$ cat src/rtl/match_event_reporter.sv
// match_event_reporter
// Qualifies correlator match pulses, applies a programmable holdoff so one
// preamble yields one event, timestamps accepted events into a small FIFO and
// serialises each event as a two-word record over a valid/ready handshake.
module match_event_reporter #(
    parameter int unsigned DEPTH  = 4,
    parameter logic [7:0]  MARKER = 8'h4D
) (
    input  logic        clk,
    input  logic        reset,
    input  logic        valid,
    input  logic        match,
    input  logic [31:0] timestamp,
    input  logic        enable,
    input  logic [15:0] holdoff_len,
    input  logic        clear_counts,
    output logic [31:0] out_data,
    output logic        out_valid,
    output logic        out_last,
    input  logic        out_ready,
    output logic [15:0] match_count,
    output logic [7:0]  drop_count,
    output logic [15:0] debugbus
);

    localparam int unsigned PTR_W   = $clog2(DEPTH);
    localparam int unsigned LVL_W   = 5;
    localparam int unsigned ENTRY_W = 40;

    typedef enum logic [1:0] {
        IDLE = 2'd0,
        HDR  = 2'd1,
        TS   = 2'd2
    } state_t;

    state_t               state_q;
    state_t               state_d;
    logic [15:0]          holdoff_cnt;
    logic [7:0]           seq;
    logic [PTR_W-1:0]     wr_ptr;
    logic [PTR_W-1:0]     rd_ptr;
    logic [LVL_W-1:0]     level;
    logic [ENTRY_W-1:0]   mem [DEPTH];
    logic [ENTRY_W-1:0]   head;
    logic [31:0]          hdr_word;
    logic [31:0]          ts_word;

    logic qualified;
    logic accept;
    logic fifo_full;
    logic fifo_empty;
    logic push;
    logic pop;
    logic snapshot;

    assign qualified  = valid & match & enable;
    assign accept     = qualified & (holdoff_cnt == 16'd0);
    assign fifo_full  = (level == LVL_W'(DEPTH));
    assign fifo_empty = (level == LVL_W'(0));
    assign push       = accept & ~fifo_full;
    assign pop        = (state_q == TS) & out_ready;
    assign snapshot   = (state_q == IDLE) & ~fifo_empty;
    assign head       = mem[rd_ptr];

    // Holdoff counter: loaded on an accepted event, forced idle while disabled
    always_ff @(posedge clk or posedge reset) begin
        if (reset) begin
            holdoff_cnt <= 16'd0;
        end else if (!enable) begin
            holdoff_cnt <= 16'd0;
        end else if (accept) begin
            holdoff_cnt <= holdoff_len;
        end else if (holdoff_cnt != 16'd0) begin
            holdoff_cnt <= holdoff_cnt - 16'd1;
        end
    end

    // Saturating statistics; a clear beats a same-cycle increment
    always_ff @(posedge clk or posedge reset) begin
        if (reset) begin
            match_count <= 16'd0;
            drop_count  <= 8'd0;
        end else begin
            if (clear_counts) begin
                match_count <= 16'd0;
            end else if (qualified && (match_count != 16'hFFFF)) begin
                match_count <= match_count + 16'd1;
            end
            if (clear_counts) begin
                drop_count <= 8'd0;
            end else if (accept && fifo_full && (drop_count != 8'hFF)) begin
                drop_count <= drop_count + 8'd1;
            end
        end
    end

    // Event storage; contents need no reset because pointers define validity
    always_ff @(posedge clk) begin
        if (push) begin
            mem[wr_ptr] <= {seq, timestamp};
        end
    end

    // FIFO pointers, occupancy and event sequence number
    always_ff @(posedge clk or posedge reset) begin
        if (reset) begin
            wr_ptr <= '0;
            rd_ptr <= '0;
            level  <= '0;
            seq    <= 8'd0;
        end else begin
            if (push) begin
                wr_ptr <= wr_ptr + PTR_W'(1);
                seq    <= seq + 8'd1;
            end
            if (pop) begin
                rd_ptr <= rd_ptr + PTR_W'(1);
            end
            case ({push, pop})
                2'b10:   level <= level + LVL_W'(1);
                2'b01:   level <= level - LVL_W'(1);
                default: level <= level;
            endcase
        end
    end

    // Record words captured on entry to HDR so they stay stable while stalled
    always_ff @(posedge clk or posedge reset) begin
        if (reset) begin
            hdr_word <= 32'd0;
            ts_word  <= 32'd0;
        end else if (snapshot) begin
            hdr_word <= {MARKER, head[39:32], match_count};
            ts_word  <= head[31:0];
        end
    end

    // Output FSM state register
    always_ff @(posedge clk or posedge reset) begin
        if (reset) begin
            state_q <= IDLE;
        end else begin
            state_q <= state_d;
        end
    end

    // Output FSM next-state: IDLE -> HDR -> TS -> IDLE, advancing on handshake
    always_comb begin
        state_d = state_q;
        case (state_q)
            IDLE:    if (!fifo_empty) state_d = HDR;
            HDR:     if (out_ready)   state_d = TS;
            TS:      if (out_ready)   state_d = IDLE;
            default: state_d = IDLE;
        endcase
    end

    // Output FSM outputs: pure decode of state and captured record words
    always_comb begin
        out_valid = 1'b0;
        out_last  = 1'b0;
        out_data  = 32'd0;
        case (state_q)
            HDR: begin
                out_valid = 1'b1;
                out_data  = hdr_word;
            end
            TS: begin
                out_valid = 1'b1;
                out_last  = 1'b1;
                out_data  = ts_word;
            end
            default: begin
                out_valid = 1'b0;
            end
        endcase
    end

    assign debugbus = {state_q, level, (holdoff_cnt != 16'd0), seq};

endmodule

$ cat config.mk
export PLATFORM = sky130hd
export DESIGN_NAME = match_event_reporter
export DESIGN_NICKNAME = d
export VERILOG_FILES = /design/src/rtl/match_event_reporter.sv
export SDC_FILE = /design/constraint.sdc
export NUM_CORES = 1
export LEC_CHECK = 0
export ABC_AREA = 1
export BUFFER_PORTS_ARGS = -buffer_cell sky130_fd_sc_hd__buf_2
export CORE_ASPECT_RATIO = 1.5
export CORE_MARGIN = 5
export CORE_UTILIZATION = 38
export CTS_BUF_LIST = sky130_fd_sc_hd__clkbuf_16
export CTS_CLUSTER_SIZE = 14
export DETAILED_ROUTE_END_ITERATION = 7
export HOLD_SLACK_MARGIN = 0.1
export PLACE_DENSITY = 0.62
export RECOVER_POWER = 25
export SKIP_LAST_GASP = 1
export SYNTH_ARGS = -nofsm -noshare
export SYNTH_HDL_FRONTEND = slang
export SYNTH_SLANG_ARGS = --single-unit
$ cat constraint.sdc
create_clock -name clk -period 4.2 [get_ports clk]
set_clock_uncertainty 0.05 [all_clocks]
set_input_delay 0 -clock clk [delete_from_list [all_inputs] [get_ports clk]]
set_output_delay 0 -clock clk [all_outputs]
set_load 0.01 [all_outputs]
---- After elaboration in Yosys (flattened, before gate mapping) ----
Memories as Yosys holds them, arrays and structs flattened. A register that Yosys moved wholly into a read port is not among the register bits.
Index checks and enable logic that the tools add are counted.
word-level totals
  RAM bits ................................ 160
  memories kept ........................... 1
  bits of input ports ..................... 55
  register bits after elaboration ......... 84
  output and inout port bits .............. 74
operators by class
  mux-type cells .......................... 17
  bitwise gates (word level) .............. 8
  reduce and logical (&&, ||, !) cells .... 12
  add/sub/neg operators ................... 8
  eq/ne operators ......................... 11
memory list
  memory  words  bits a word  rd ports  clocked after Yosys merged registers in  wr ports  line  RTL
  mem     4      40           1         1                                        1         43    logic [ENTRY_W-1:0] mem [DEPTH];
operators by type and width
  operator               number
  $mux 16                5
  $pmux 32 s2            1
  $add 16x1->16 const B  1
  $add 8x1->8 const B    2
  $logic_not 16->1       1
  $mux 8                 2
  $ne 16x16->1 const B   1
  $reduce_bool 16->1     1
  $sub 16x1->16 const B  1
  $pmux 5 s2             1
  $ne 8x8->1 const B     1
  $and 1x1->1            6
  $mux 2                 3
  $ne 2x2->1 const B     3
  $pmux 2 s3             1
  $reduce_bool 2->1      3
  $add 5x1->5 const B    1
  $eq 5x3->1 const B     1
  $logic_not 5->1        1
  $sub 5x1->5 const B    1
  $add 2x1->2 const B    2
  $eq 2x1->1 const B     2
  $eq 2x2->1 const B     2
  $mux 1                 4
  6 further kinds        9

---- Logic depth before layout (Yosys ltp) ----
  depth after elaboration ................. 7
  depth in mapped cells ................... 18
  mapped depth without buffers ............ 18

---- Worst setup path after synthesis ----
Ideal clock, no wire load.
  path kind ............................... register -> register
  start point ............................. register holdoff_cnt[0]
  end point ............................... memory mem[0][0] (enable)
  stages on the path, launching flop included .. 9
  arrival ................................. 2.958 ns
  setup slack ............................. 0.755 ns
  path buffers ............................ 0
  required time ........................... 3.713 ns
  cells stage by stage .................... dfrtp_1 -> inv_1 -> ha_1 -> nand2_1 -> nor2_4 -> nand3_4 -> nor2_8 -> inv_2 -> nor2_1
between the ends
  longest elaborated chain between the ends .. 5
RTL lines
  element                       line  RTL
  start: declaration            38    logic [15:0] holdoff_cnt;
  start signal: assignment      72    holdoff_cnt <= holdoff_len;
  start signal: assignment      74    holdoff_cnt <= holdoff_cnt - 16'd1;
  $logic_not 16->1              57    assign accept = qualified & (holdoff_cnt == 16'd0);
  $and 1x1->1                   57
  $and 1x1->1                   60    assign push = accept & ~fifo_full;
  $mux 1                        99    if (push) begin
  $mux 1 (not written as such)  100   mem[wr_ptr] <= {seq, timestamp};
  end: declaration              43
No other way between the ends.

---- Final worst setup path ----
  start point ............................. register holdoff_cnt[0]
  end point ............................... register level[4]
between the ends
  longest elaborated chain between the ends .. 5
  elaborated cells on any way between the ends .. 7
  classes of those cells .................. eq/ne (2); mux (1); bitwise (2); reduce/logical (2)
RTL lines
  element                                                 line  RTL
  $logic_not 16->1 (*)                                    57
  $and 1x1->1 (*)                                         57
  $and 1x1->1 (*)                                         60
  $eq 2x1->1 / $eq 2x2->1 (equally long branches)         119   case ({push, pop})
  $pmux 5 s2 / $reduce_bool 2->1 (equally long branches)  -
  end signal: assignment                                  120   2'b10: level <= level + LVL_W'(1);
  end signal: assignment                                  121   2'b01: level <= level - LVL_W'(1);
  end signal: assignment                                  122   default: level <= level;
  end: declaration                                        42    logic [LVL_W-1:0] level;
Every way passes the cells marked *; elsewhere a longest branch is shown, timed or not.
A chain may end at the register's enable or synchronous reset.

==> flow_summary.html <==
<table>
<tr><th>Metric</th><th>Value</th></tr>
<tr><th colspan="2">Global route</th></tr>
<tr><td>Overall track demand over capacity in global routing</td><td>0.1791</td></tr>
<tr><td>Global-route wire length before repair</td><td>51,670 um</td></tr>
<tr><td>Sum of overflow across all layers after global routing</td><td>0</td></tr>
<tr><td>Number of global-route vias before repair</td><td>9,577</td></tr>
<tr><td>Initial antenna violation count</td><td>1</td></tr>
<tr><td>Pin count of the biggest net entering global routing</td><td>82</td></tr>
<tr><th colspan="2">Place</th></tr>
<tr><td>Post-detail-place hpwl</td><td>21,990 um</td></tr>
<tr><td>Input/output buffers</td><td>128</td></tr>
<tr><td>Area after detailed placement</td><td>13,430 um2</td></tr>
<tr><td>Global placement routability congestion</td><td>0.8375</td></tr>
<tr><th colspan="2">Setup path</th></tr>
<tr><td>Slowest stage cell, crit path</td><td>sky130_fd_sc_hd__dfrtp_1</td></tr>
<tr><td>Delay of the slowest critical-path stage</td><td>0.39 ns</td></tr>
<tr><td>Worst reg2reg path endpoint</td><td>level[4]$_DFFE_PP0P_</td></tr>
<tr><td>Data arrival time of the critical path</td><td>3.43 ns</td></tr>
<tr><td>R2R cell count</td><td>17</td></tr>
<tr><td>End point of the critical path</td><td>level[4]$_DFFE_PP0P_</td></tr>
<tr><td>Cell with the most instances on the worst path</td><td>sky130_fd_sc_hd__nand2_1</td></tr>
<tr><td>Worst setup path category</td><td>reg2reg</td></tr>
<tr><td>Worst reg2reg setup slack</td><td>1.14 ns</td></tr>
<tr><td>Cells along the critical path</td><td>inv_1 &gt; ha_1 &gt; nand2_1 &gt; nor2_4 &gt; nand3_4 &gt; nor2_8 &gt; inv_2 &gt; ha_1 &gt; xor2_1 &gt; ha_1 &gt; inv_1 &gt; nand2_1 &gt; nand3_1 &gt; nand3_1 &gt; nand2_1 &gt; nand2_1 &gt; o21ai_0</td></tr>
<tr><td>Data required time at the worst endpoint</td><td>4.57 ns</td></tr>
<tr><td>Crit. Startpoint</td><td>holdoff_cnt[0]$_DFFE_PP0P_</td></tr>
<tr><td>Crit. End Element</td><td>flop</td></tr>
<tr><td>Startpoint types</td><td>flop</td></tr>
<tr><td>Highest net fanout along the worst path</td><td>19</td></tr>
<tr><td>Crit Reg-Reg Startpoint</td><td>holdoff_cnt[0]$_DFFE_PP0P_</td></tr>
<tr><th colspan="2">Routing</th></tr>
<tr><td>Vias/cell</td><td>4.985</td></tr>
<tr><td>TritonRoute pass-1 iters</td><td>5</td></tr>
<tr><td>Wire length after detailed routing</td><td>32,340 um</td></tr>
<tr><td>Number of DRC violations after detailed routing</td><td>0</td></tr>
<tr><td>Post-detailed-route wirelength per cell</td><td>17.21 um</td></tr>
<tr><td>Iteration-0 DRC Markers</td><td>569</td></tr>
<tr><td>Number of vias in the routed layout</td><td>9,366</td></tr>
<tr><td>Count of nets left with antenna violations after detail routing</td><td>0</td></tr>
<tr><th colspan="2">Clock tree</th></tr>
<tr><td>Number of setup buffers added after CTS</td><td>0</td></tr>
<tr><td>H-tree level count</td><td>1</td></tr>
<tr><td>Clock Tree Buf Depth</td><td>3</td></tr>
<tr><td>Inserted Clock Buffers</td><td>28</td></tr>
<tr><td>Total number of clock tree sinks</td><td>276</td></tr>
<tr><td>TritonCTS clock tree</td><td>built</td></tr>
<tr><td>Clock latency on the worst-skew pair</td><td>0.54 ns</td></tr>
<tr><td>Root cell of the clock tree</td><td>sky130_fd_sc_hd__clkbuf_16</td></tr>
<tr><td>Clock transition at the registers of the reported paths</td><td>0.06 ns</td></tr>
<tr><th colspan="2">Synth</th></tr>
<tr><td>Count of flip-flops with a built-in enable after synthesis</td><td>160</td></tr>
<tr><td>Instance count of the mapped netlist</td><td>1,254</td></tr>
<tr><td>Synthesized area per cell</td><td>9.836 um2</td></tr>
<tr><td>Primary flip-flop cell chosen by synthesis mapping</td><td>sky130_fd_sc_hd__edfxtp_1</td></tr>
<tr><td>Synthesized Nets</td><td>1,325</td></tr>
<tr><td>Post-synthesis cell area</td><td>12,330 um2</td></tr>
<tr><td>Distinct cell type count after synthesis</td><td>38</td></tr>
<tr><td>Yosys warnings</td><td>0</td></tr>
<tr><td>Register bit count reported by yosys</td><td>276</td></tr>
<tr><td>Sequential-to-total area share from yosys stat</td><td>0.6249</td></tr>
<tr><td>Async set-or-reset flop fraction in the synthesized netlist</td><td>0.4203</td></tr>
<tr><th colspan="2">Power and ir drop</th></tr>
<tr><td>Leak pwr</td><td>6.397 nW</td></tr>
<tr><td>Max VDD drop</td><td>414.4 uV</td></tr>
<tr><td>Power per unit of standard cell area</td><td>626.9 nW/um2</td></tr>
<tr><th colspan="2">Final layout</th></tr>
<tr><td>Fraction of layout cells with a size suffix above 1</td><td>0.1417</td></tr>
<tr><td>Core utilization of the finished layout</td><td>0.4698</td></tr>
<tr><td>Net count, final</td><td>1,517</td></tr>
<tr><td>Most frequent cells in the layout</td><td>sky130_fd_sc_hd__nand2_1, sky130_fd_sc_hd__nor2_1, sky130_fd_sc_hd__edfxtp_1</td></tr>
<tr><td>Area Growth Syn to Fin</td><td>21.62%</td></tr>
<tr><td>Number of fill cells</td><td>2,990</td></tr>
<tr><td>Cell area after layout</td><td>15,000 um2</td></tr>
<tr><td>Most frequent standard cell in the layout excluding fill and tap cells</td><td>sky130_fd_sc_hd__nand2_1</td></tr>
<tr><th colspan="2">Timing</th></tr>
<tr><td>Slew Limit Headroom</td><td>-0.8152</td></tr>
<tr><td>Final TNS setup</td><td>0 ns</td></tr>
<tr><td>Final number of setup-violating endpoints</td><td>0</td></tr>
<tr><td>Minimum clock period after layout</td><td>3.060 ns</td></tr>
<tr><td>Worst Tran Pin Value</td><td>2.708 ns</td></tr>
<tr><td>Achievable clock frequency</td><td>326.8 MHz</td></tr>
<tr><td>RSZ-0062 raised after global routing</td><td>false</td></tr>
<tr><td>Final worst-path cycle share</td><td>0.7285</td></tr>
<tr><td>Count of pins over their slew limit</td><td>56</td></tr>
<tr><td>Hold Vio Cnt, Final</td><td>0</td></tr>
<tr><th colspan="2">Floorplanning</th></tr>
<tr><td>I/O pin cnt</td><td>129</td></tr>
<tr><td>Die height</td><td>230.7 um</td></tr>
<tr><td>Die area</td><td>36,240 um2</td></tr>
<tr><td>Effective utilization at floorplan</td><td>0.3863</td></tr>
<tr><td>Row count</td><td>80</td></tr>
<tr><td>Core Footprint</td><td>31,930 um2</td></tr>
<tr><td>Horiz. Die Dim</td><td>157.1 um</td></tr>
<tr><th colspan="2">Run status</th></tr>
<tr><td>Result of the run</td><td>complete, but fails checks</td></tr>
<tr><td>Violations in the final reports</td><td>max-capacitance violations, max-slew violations</td></tr>
<tr><th colspan="2">Worst hold path</th></tr>
<tr><td>Worst hold path type</td><td>in2reg</td></tr>
<tr><th colspan="2">Run</th></tr>
<tr><td>Maxcap violations</td><td>1</td></tr>
</table>
## kinds of logic (layout without fill, tap and decap cells)
kind of cell,count (synthesis),in the layout,synth area share
flops,276,276,0.6249
xor+xnor,24,24,0.01704
compound gates,199,199,0.08825
simple gates,604,604,0.2095
buf+inv,135,349,0.04413
fa+ha+maj,16,16,0.01623
other cells,0,1,0
## cell type report
| cell class | instances | area (um2) | share of cell area |
|---|---|---|---|
| flip-flops and latches | 276 | 7709 | 0.5139 |
| diodes | 1 | 2.502 | 0.0001668 |
| multi-input cells | 843 | 4113 | 0.2742 |
| inverters | 84 | 321.6 | 0.02144 |
| repair buffers | 213 | 1409 | 0.09392 |
| clock inverters | 21 | 157.7 | 0.01051 |
| clock buffers | 31 | 775.7 | 0.05171 |
| well taps | 410 | 513.0 | 0.03420 |
## stage by stage
stage                     total power, W  setup WS (ns)  std cells  hold WS (ns)
after floorplan                 0.005832         0.7551       1254       0.04887
after global placement          0.006813          1.298       1758        0.1393
after detailed placement        0.006878          1.187       1758        0.1349
after CTS                       0.009513          1.165       1878        0.1059
after global routing             0.01009         0.8843       1879        0.2506
final                           0.009404          1.140       1879        0.2446
## cells in the mapped netlist (all sizes together), types with 4 or more instances
library cell,count,area [um2]
clkbuf,30,112.6
nand3,51,280.3
ha,16,200.2
nand2,290,1096
xor2,18,157.7
nor2,223,947.2
edfxtp,160,4805
inv,83,316.5
dfrtp,116,2903
buf,21,111.4
nand4,29,193.9
a21oi,33,165.2
xnor2,6,52.55
o22ai,23,143.9
or2,4,25.02
a31oi,18,112.6
nor3,4,20.02
o21ai,122,644.4
## registers in the layout, indices dropped and copies added (netlist names), 5 cells and up
| signal | count |
|---|---|
| mem | 160 |
| ts_word | 32 |
| hdr_word | 25 |
| holdoff_cnt | 16 |
| match_count | 16 |
| drop_count | 8 |
| seq | 8 |
| level | 5 |
## critical path: cells and delay by family (launching register included)
kind | cells | cell delay (ns)
AND/OR/NAND/NOR | 9 | 1.15
adder cells (fa/ha/maj) | 3 | 0.72
flip-flops | 1 | 0.39
buffers and inverters | 3 | 0.29
XOR/XNOR | 1 | 0.23
AO/OA/AOI/OAI | 1 | 0.08
## layer usage
layer,vias to the layer above,track usage,routed length (um)
li1,4596,-,-
met1,4551,0.2137,12900
met2,190,0.3332,17510
met3,29,0.02492,1360
met4,0,0.05031,577
met5,-,0,0
## where the power goes
group / leakage [nW] / internal, W / switching, W / total [W]
Combinational: 2.94 / 0.00111 / 0.00229 / 0.00340
Sequential: 2.99 / 0.00324 / 0.000270 / 0.00351
Clock: 0.464 / 0.00145 / 0.00104 / 0.00249
Total: 6.40 / 0.00580 / 0.00360 / 0.00940
## how the worst min path moves through the flow
stage                        from                         end  slack, ns  cells after the start
floorplan            timestamp[0]         mem[0][0]$_DFFE_PP_       0.05                      0
finish              timestamp[31]        mem[3][31]$_DFFE_PP_       0.24                      2
CTS                         reset  match_count[8]$_DFFE_PP0P_       0.11                      3
detailed placement          reset  match_count[8]$_DFFE_PP0P_       0.13                      2
global placement            reset  match_count[8]$_DFFE_PP0P_       0.14                      2
global route        timestamp[23]        mem[2][23]$_DFFE_PP_       0.25                      2
## repair_timing
action,CTS,global route
endpoints found under the hold margin,226,0
hold buffers,68,0
resized for setup,0,0
No activity file was read; power rests on OpenSTA's default activity.
